[src/rtl/encoder8_3_serial_pkg.sv]
// Shared widths and FSM state type for the serializing 8-to-3 encoder.
package encoder_pkg;
  localparam int DATA_W = 8;
  localparam int CODE_W = 3;

  typedef enum logic {
    IDLE = 1'b0,
    SCAN = 1'b1
  } state_e;
endpackage

[src/rtl/encoder8_3_serial_if.sv]
// Input word and output code handshakes of encoder8_3_serial.
interface encoder8_3_serial_if;
  import encoder_pkg::*;

  logic [DATA_W-1:0] in_data;
  logic              in_valid;
  logic              in_ready;
  logic [CODE_W-1:0] out_code;
  logic              out_valid;
  logic              out_ready;
  logic              out_last;
  logic              out_zero;

  modport master (
    output in_data, in_valid, out_ready,
    input  in_ready, out_code, out_valid, out_last, out_zero
  );

  modport slave (
    input  in_data, in_valid, out_ready,
    output in_ready, out_code, out_valid, out_last, out_zero
  );
endinterface

[src/rtl/encoder8_3_serial_pri_enc8.sv]
// Combinational 8-bit priority encoder with selectable scan direction.
module pri_enc8
  import encoder_pkg::*;
(
  input  logic [DATA_W-1:0] vec_i,
  input  logic              lsb_first_i,
  output logic [CODE_W-1:0] idx_o,
  output logic              any_o,
  output logic              single_o
);

  always_comb begin
    idx_o = '0;
    if (lsb_first_i) begin
      // Walk downward so the lowest set bit is written last and wins.
      for (int i = DATA_W - 1; i >= 0; i--) begin
        if (vec_i[i]) idx_o = CODE_W'(i);
      end
    end else begin
      for (int i = 0; i < DATA_W; i++) begin
        if (vec_i[i]) idx_o = CODE_W'(i);
      end
    end
  end

  assign any_o    = |vec_i;
  assign single_o = any_o && ((vec_i & (vec_i - DATA_W'(1))) == '0);

endmodule

[src/rtl/encoder8_3_serial.sv]
// Serializing 8-to-3 encoder: one 3-bit code per set bit of an accepted word.
// Optional ENCODER_ZERO_FLAG_EN emits a single flagged beat for an all-zero word.
module encoder8_3_serial
  import encoder_pkg::*;
#(
  parameter bit LSB_FIRST = 1'b1
) (
  input  logic                clk,
  input  logic                rst,
  encoder8_3_serial_if.slave  bus
);

  state_e            state_q, state_d;
  logic [DATA_W-1:0] pend_q,  pend_d;

  logic [CODE_W-1:0] enc_idx;
  logic              enc_any;
  logic              enc_single;
  logic              last_w;

  pri_enc8 u_pri_enc8 (
    .vec_i       (pend_q),
    .lsb_first_i (LSB_FIRST),
    .idx_o       (enc_idx),
    .any_o       (enc_any),
    .single_o    (enc_single)
  );

  // An empty pend while in SCAN can only be the zero-word beat.
  assign last_w = enc_single || !enc_any;

  always_ff @(posedge clk or negedge rst) begin
    if (!rst) begin
      state_q <= IDLE;
      pend_q  <= '0;
    end else begin
      state_q <= state_d;
      pend_q  <= pend_d;
    end
  end

  always_comb begin
    state_d       = state_q;
    pend_d        = pend_q;
    bus.in_ready  = (state_q == IDLE);
    bus.out_valid = (state_q == SCAN);
    bus.out_code  = enc_idx;
    bus.out_last  = (state_q == SCAN) && last_w;
`ifdef ENCODER_ZERO_FLAG_EN
    bus.out_zero  = (state_q == SCAN) && !enc_any;
`else
    bus.out_zero  = 1'b0;
`endif

    case (state_q)
      IDLE: begin
        if (bus.in_valid) begin
          pend_d = bus.in_data;
`ifdef ENCODER_ZERO_FLAG_EN
          state_d = SCAN;
`else
          if (bus.in_data != '0) state_d = SCAN;
`endif
        end
      end
      SCAN: begin
        if (bus.out_ready) begin
          if (enc_any) pend_d = pend_q & ~(DATA_W'(1) << enc_idx);
          if (last_w)  state_d = IDLE;
        end
      end
      default: state_d = IDLE;
    endcase
  end

endmodule

[src/flat_wrapper.sv]
// flat-port wrapper written by rule: the top's interface ports become plain ports
module encoder8_3_serial_flat import encoder_pkg::*;
#(
  parameter bit LSB_FIRST = 1'b1
)
  (clk, rst, bus_in_data, bus_in_valid, bus_out_ready, bus_in_ready, bus_out_code, bus_out_valid, bus_out_last, bus_out_zero);
  encoder8_3_serial_if bus_i ();
  input  logic clk;
  input  logic rst;
  input wire logic [$bits(bus_i.in_data)-1:0] bus_in_data;
  input wire logic [$bits(bus_i.in_valid)-1:0] bus_in_valid;
  input wire logic [$bits(bus_i.out_ready)-1:0] bus_out_ready;
  output wire logic [$bits(bus_i.in_ready)-1:0] bus_in_ready;
  output wire logic [$bits(bus_i.out_code)-1:0] bus_out_code;
  output wire logic [$bits(bus_i.out_valid)-1:0] bus_out_valid;
  output wire logic [$bits(bus_i.out_last)-1:0] bus_out_last;
  output wire logic [$bits(bus_i.out_zero)-1:0] bus_out_zero;
  assign bus_i.in_data = bus_in_data;
  assign bus_i.in_valid = bus_in_valid;
  assign bus_i.out_ready = bus_out_ready;
  assign bus_in_ready = bus_i.in_ready;
  assign bus_out_code = bus_i.out_code;
  assign bus_out_valid = bus_i.out_valid;
  assign bus_out_last = bus_i.out_last;
  assign bus_out_zero = bus_i.out_zero;
  encoder8_3_serial #(.LSB_FIRST(LSB_FIRST)) u_core (.clk(clk), .rst(rst), .bus(bus_i));
endmodule
[config.mk]
export PLATFORM = sky130hd
export DESIGN_NAME = encoder8_3_serial_flat
export DESIGN_NICKNAME = d
export VERILOG_FILES = /design/src/rtl/encoder8_3_serial_pkg.sv /design/src/rtl/encoder8_3_serial_if.sv /design/src/rtl/encoder8_3_serial_pri_enc8.sv /design/src/rtl/encoder8_3_serial.sv /design/src/flat_wrapper.sv
export SDC_FILE = /design/constraint.sdc
export NUM_CORES = 1
export LEC_CHECK = 0
export ABC_CLOCK_PERIOD_IN_PS = 4000
export CORE_MARGIN = 2
export CORE_UTILIZATION = 50
export DETAILED_ROUTE_END_ITERATION = 16
export DONT_BUFFER_PORTS = 1
export HOLD_SLACK_MARGIN = 0.03
export PLACE_DENSITY = 0.64
export SLEW_MARGIN = 10
export SYNTH_ARGS = -nofsm -noshare
export SYNTH_HDL_FRONTEND = slang
export SYNTH_HIERARCHICAL = 1
export SYNTH_SLANG_ARGS = --single-unit
[constraint.sdc]
create_clock -name clk -period 4 [get_ports clk]
set_input_delay 1.2 -clock clk [delete_from_list [all_inputs] [get_ports clk]]
set_output_delay 1.2 -clock clk [all_outputs]
set_load 0.02 [all_outputs]
==> out/metrics.yaml, run 1 <==
run_status:
  status: "finished, final reports clean"
sta:
  setup_viol_count_final: 0
  tns_ps: 0
  hold_viol_final: 0
  rsz0062_at_grt: "false"
  worst_pin_slew_ps: 869.3
  finalCritPeriodShare_pct: 84.46
  layout_setup_ws_ps: 621.6
  min_period_ps: 3378
  slew_violations: 0
  finClkSkew_ps: 1.843
  whs_ps: 645.4
  relSlewSlack_pct: 42.05
  fmax_mhz: 296.0
floorplan:
  die_w_um: 40.80
  rows: 13
  io_pins: 19
  die_y_um: 40.80
  start_util_pct: 52.68
  coreArea_mm2: 0.001285
  die_area_mm2: 0.001664
global_routing:
  antenna_found_initial: 0
  grt_pass1_wl_um: 2139
  grt_pass1_vias: 508
  overflow: 0
  grt_usage_pct: 19.86
  grt_max_degree: 17
layout:
  seq_area_um2: 225.2
  final_core_util_pct: 55.60
  drive_above_1_share_pct: 7.778
  multi_input_area_um2: 425.4
  fill_cells: 126
  diodes: 0
  final_area_um2: 714.4
  syn2layout_area_growth_pct: 5.545
  nNetsFinal: 103
routing:
  postRouteAntennaNets: 0
  wirelength_um: 1505
  vias: 609
  initialDrtViolationCount: 20
  vias_per_cell: 5.800
  route.detailed.wl_per_inst_um: 14.33
  drtPass1Iterations: 4
  drc_errors: 0
power:
  net-switching-power_mw: 0.3231
  p_sw_share_pct: 52.80
  clkPwrFrac_pct: 10.5
  combPwrFrac_pct: 54.4
  p_int_mw: 0.2889
  ir_drop_mv: 0.3759
  pwr-share-seq_pct: 35.1
  cellLeakagePower_nw: 0.2805
  p_per_area_mw_per_mm2: 856.7
placement:
  dpl.hpwl_um: 1157
  portBuffers: 0
  placed_area_um2: 688.2
  dp_slack_ps: 930.3
  gp_congestion: 0.7871
clocking:
  cts_resized: 0
  clkSinkCount: 9
  clk_path_buf_depth: 2
  insertion_delay_ps: 240
  cts_setup_buffers: 0
  clk_pin_slew_ps: 60
  cts_tree: "yes"
  cts.htree.levels: 1
  cts_made_buffers: 3
  postCtsHoldBufs: 0
  cts-root-buf: "clkbuf_4"
critical_path:
  worstReg2RegStart: "u_core/pend_q[7]$_DFFE_PN0P_"
  cp_data_arrival_time_ps: 2180
  regToRegEndpoint: "u_core/pend_q[3]$_DFFE_PN0P_"
  critical_path.max_fanout: 8
  reg2reg_slack_ps: 1670
  critPathLaunch: "u_core/pend_q[3]$_DFFE_PN0P_"
  worstRegToRegCells: 7
  worstPathRequired_ps: 2800
  worstSetupStartpointType: "flip-flop"
  criticalPathCategory: "reg2out"
  critPathCaptureType: "primary output"
logic_synthesis:
  avgSynthCellArea_um2: 7.964
  synth_largest_area_cell: "dfrtp_1"
  synthesis.instances: 85
  synth.area.top_cells: "dfrtp_1 33%, o21ai_0 9.6%, nand2_1 5.5%"
  synth_cell_type_count: 31
  synth-seq-area-share_pct: 33.27
  ys_async_sr_fraction_pct: 100.0
  synth_seq_cells: 9
  synth_top_area_share_pct: 33.27
  synth_edf_count: 0
  syn_area_um2: 676.9
  synth_most_common_cell: "o21ai_0"
  synth-main-ff-cell: "dfrtp_1"
  ys_top_cells_by_count: "13 x o21ai_0, 10 x nand2_1, 9 x dfrtp_1"
  yosys_warnings: 6
worst_hold_path:
  worstHoldPathType: "in2async"
flow_run:
  drv_cap: 0
-- sequential cells by signal, indices dropped and copies added, names as in the netlist --
name,cells
u_core/bus.out_valid,1
u_core/pend_q,8
-- per-layer routing --
| metal | global-route usage [%] | part of all wire [%] |
|---|---|---|
| met1 | 26.94 | 46 |
| met5 | 0 | 0 |
| met2 | 32.42 | 49 |
| met4 | 7.500 | 0.33 |
| met3 | 1.630 | 5.0 |
-- through the flow --
step,total power [mW],instances
6_report,0.6120,105
5_1_grt,0.6648,105
4_1_cts,0.6107,105
3_5_place_dp,0.5424,101
3_3_place_gp,0.5351,101
2_1_floorplan,0.4815,89
-- how the worst max path moves through the flow --
stage / slack, ps / endpoint / cells past startpoint
2_1_floorplan: 1080 / bus_out_last / 7
3_5_place_dp: 930 / bus_out_last / 6
4_1_cts: 660 / bus_out_last / 6
5_1_grt: 390 / bus_out_last / 6
6_report: 620 / bus_out_last / 6
3_3_place_gp: 1000 / bus_out_last / 6
-- worst max-delay path, stage by stage, from the launching register on --
cell,delay [ps]
dfrtp_1,470
nor4_4,400
xor2_1,120
o41ai_1,310
o22a_1,180
inv_1,40
a21oi_1,420
-- placed cells by master (no fill, tap or decap), types with 2 or more instances in the layout --
| cell | Yosys | layout |
|---|---|---|
| a21oi_1 | 5 | 5 |
| clkbuf_4 | 0 | 3 |
| inv_1 | 4 | 4 |
| nand2_1 | 10 | 10 |
| nor3_1 | 2 | 2 |
| o21ai_0 | 13 | 13 |
| nand3_1 | 3 | 3 |
| a22oi_1 | 2 | 2 |
| o31ai_1 | 4 | 4 |
| nand3b_1 | 2 | 2 |
| nor2_1 | 5 | 5 |
| dfrtp_1 | 9 | 9 |
| nor2b_1 | 2 | 2 |
| conb_1 | 2 | 6 |
| nand2b_1 | 3 | 3 |
-- power groups by stage --
| stage | sequential, mW | combinational [mW] | clock [mW] |
|---|---|---|---|
| after CTS | 0.214 | 0.330 | 0.0661 |
| final | 0.215 | 0.333 | 0.0640 |
| after global routing | 0.224 | 0.368 | 0.0730 |
| after global placement | 0.214 | 0.321 | 0 |
| after detailed placement | 0.215 | 0.327 | 0 |
| after floorplan | 0.187 | 0.294 | 0 |
-- logic make-up after synthesis --
kind of cell / count (synthesis) / synth area share [%]
compound gates: 32 / 29.94
buf+inv: 8 / 6.098
fa+ha+maj: 1 / 1.479
flops: 9 / 33.27
xor+xnor: 1 / 1.294
simple gates: 32 / 26.80
other cells: 2 / 1.109
-- layout make-up --
cell class,count,share of cell area (%)
clock buffers,4,3.678
well taps,15,2.627
inverters,5,2.627
multi-input cells,72,59.54
flip-flops and latches,9,31.52
No activity file was read; power rests on OpenSTA's default activity.
==> inputs of run 2 (changes only) <==
--- a/config.mk
+++ b/config.mk
@@ -5,13 +5,13 @@
 export SDC_FILE = /design/constraint.sdc
 export NUM_CORES = 1
 export LEC_CHECK = 0
-export ABC_CLOCK_PERIOD_IN_PS = 4000
+export ABC_CLOCK_PERIOD_IN_PS = 2900
 export CORE_MARGIN = 2
 export CORE_UTILIZATION = 50
 export DETAILED_ROUTE_END_ITERATION = 16
 export DONT_BUFFER_PORTS = 1
 export HOLD_SLACK_MARGIN = 0.03
-export PLACE_DENSITY = 0.64
+export PLACE_DENSITY = 0.67
 export SLEW_MARGIN = 10
 export SYNTH_ARGS = -nofsm -noshare
 export SYNTH_HDL_FRONTEND = slang
==> constraint.sdc (replaced) <==
create_clock -name clk -period 2.9 [get_ports clk]
set_input_delay 0.87 -clock clk [delete_from_list [all_inputs] [get_ports clk]]
set_output_delay 0.87 -clock clk [all_outputs]
set_load 0.02 [all_outputs]
==> out/metrics.yaml, run 2 (synthesis gave the netlist of run 1 again) <==
run_status:
  status: "finished, final reports clean"
layout:
  final_cell_mix: "13 x o21ai_0, 10 x buf_4, 10 x nand2_1"
  regMostFlops: "u_core/pend_q"
  nNetsFinal: 113
  diodes: 0
  drive_above_1_share_pct: 21.00
  largest_reg_flops: 8
  fill_cells: 113
  final_common_cell: "o21ai_0"
  seq_area_um2: 229.0
  syn2layout_area_growth_pct: 17.74
  final_cells: 115
  multi_input_area_um2: 429.2
  final_area_um2: 797.0
critical_path:
  worstPathRequired_ps: 2030
  cpMostUsedCell: "buf_4"
  max_stage_delay_ps: 440
  path_cells: "nor4_4 -> buf_4 -> inv_2 -> a2111oi_2 -> o22a_1 -> inv_1 -> a21oi_2 -> buf_4"
  cp.depth: 8
  regToRegEndpoint: "u_core/pend_q[2]$_DFFE_PN0P_"
  worstRegToRegCells: 7
  reg2reg_slack_ps: 600
  worstReg2RegStart: "u_core/pend_q[5]$_DFFE_PN0P_"
  cpMaxStageDelayCell: "dfrtp_2"
  cp_data_arrival_time_ps: 2010
  worstSetupStartpointType: "flip-flop"
  critPathCaptureType: "primary output"
  criticalPathCategory: "reg2out"
  critical_path.max_fanout: 4
  crit_buf_inv: 4
  cpLargestDelayFamily: "compound AO/OA/AOI/OAI gates"
global_routing:
  antenna_found_initial: 0
  grt_max_degree: 17
  overflow: 0
  grt_pass1_wl_um: 2435
  grt_pass1_vias: 608
  grt_usage_pct: 22.49
sta:
  hold_viol_final: 0
  setup_viol_count_final: 0
  layout_setup_ws_ps: 17.39
  slew_violations: 0
  worst_pin_slew_ps: 767.6
  fmax_mhz: 346.9
  finClkSkew_ps: 1.011
  min_period_ps: 2883
  whs_ps: 310.9
  relSlewSlack_pct: 48.72
  tns_ps: 0
  rsz0062_at_grt: "true"
  finalCritPeriodShare_pct: 99.40
routing:
  wirelength_um: 1670
  route.detailed.wl_per_inst_um: 14.52
  initialDrtViolationCount: 16
  vias: 680
  drc_errors: 0
  drtPass1Iterations: 4
  postRouteAntennaNets: 0
  vias_per_cell: 5.913
power:
  cellLeakagePower_nw: 0.3272
  ir_drop_mv: 0.6550
  p_per_area_mw_per_mm2: 1218
floorplan:
  io_pins: 19
  rows: 13
  die_y_um: 40.80
  coreArea_mm2: 0.001285
  die_w_um: 40.80
  die_area_mm2: 0.001664
  start_util_pct: 52.68
clocking:
  cts_tree: "yes"
  clk_pin_slew_ps: 60
  cts.htree.levels: 1
  cts-root-buf: "clkbuf_4"
  clkSinkCount: 9
  insertion_delay_ps: 250
  cts_made_buffers: 3
  clk_path_buf_depth: 2
flow_run:
  drv_cap: 0
placement:
  placed_area_um2: 710.7
  gp_congestion: 0.7466
  dp.cells: 104
  portBuffers: 0
  dp_slack_ps: 291.4
  dpl.hpwl_um: 1232
worst_hold_path:
  worstHoldPathType: "in2async"
## run 2: cell count changes in the layout (fill, tap and decap cells not counted)
cell	change
buf_4	+10
dfrtp_1	-3
dfrtp_2	+3
a21oi_1	-1
a21oi_2	+1
## run 2: worst max-delay path by stage
stage	from	to	slack (ps)
6_report	u_core/pend_q[1]$_DFFE_PN0P_	bus_out_last	20
5_1_grt	u_core/pend_q[1]$_DFFE_PN0P_	bus_out_last	-60
4_1_cts	u_core/pend_q[0]$_DFFE_PN0P_	bus_out_last	10
3_3_place_gp	u_core/pend_q[3]$_DFFE_PN0P_	bus_out_last	300
2_1_floorplan	u_core/pend_q[2]$_DFFE_PN0P_	bus_out_last	310
3_5_place_dp	u_core/pend_q[3]$_DFFE_PN0P_	bus_out_last	290
## run 2: power by group
group	total, mW	internal (mW)	switching (mW)
logic	0.587	0.263	0.325
registers	0.292	0.181	0.112
clock network	0.0907	0.0527	0.0380
total	0.970	0.496	0.474
## run 2: through the flow
stage	power (mW)	utilization [%]
finish	0.9704	62.03
global route	1.042	62.03
CTS	0.8891	57.35
detailed placement	0.7958	55.31
global placement	0.7815	55.31
floorplan	0.6641	-
## run 2: routing by layer
layer	up-vias	GRT usage (%)	share of wire (%)
met5	-	0	0
met4	0	13.33	1.5
met3	4	2.717	6.5
met2	32	39.06	51
met1	311	26.03	41
li1	333	-	-
## run 2: area by class of cell
type | count | area share (%)
timing repair buffer | 10 | 9.419
tap | 15 | 2.355
multi-input combinational | 72 | 53.85
sequential | 9 | 28.73
inverter | 5 | 2.355
clock buffer | 4 | 3.297
## run 2: repair_timing
action                     4_1_cts  5_1_grt
resized for setup                0        4
setup endpoints to repair        0        1
hold buffers                     0        0
setup buffers                    0        7
==> inputs of run 3 (changes only) <==
--- a/config.mk
+++ b/config.mk
@@ -6,6 +6,7 @@
 export NUM_CORES = 1
 export LEC_CHECK = 0
 export ABC_CLOCK_PERIOD_IN_PS = 2900
+export CAP_MARGIN = 20
 export CORE_MARGIN = 2
 export CORE_UTILIZATION = 50
 export DETAILED_ROUTE_END_ITERATION = 16
==> results of run 3 <==
Same layout as run 2: the final DEF is identical, and so are final timing and power.
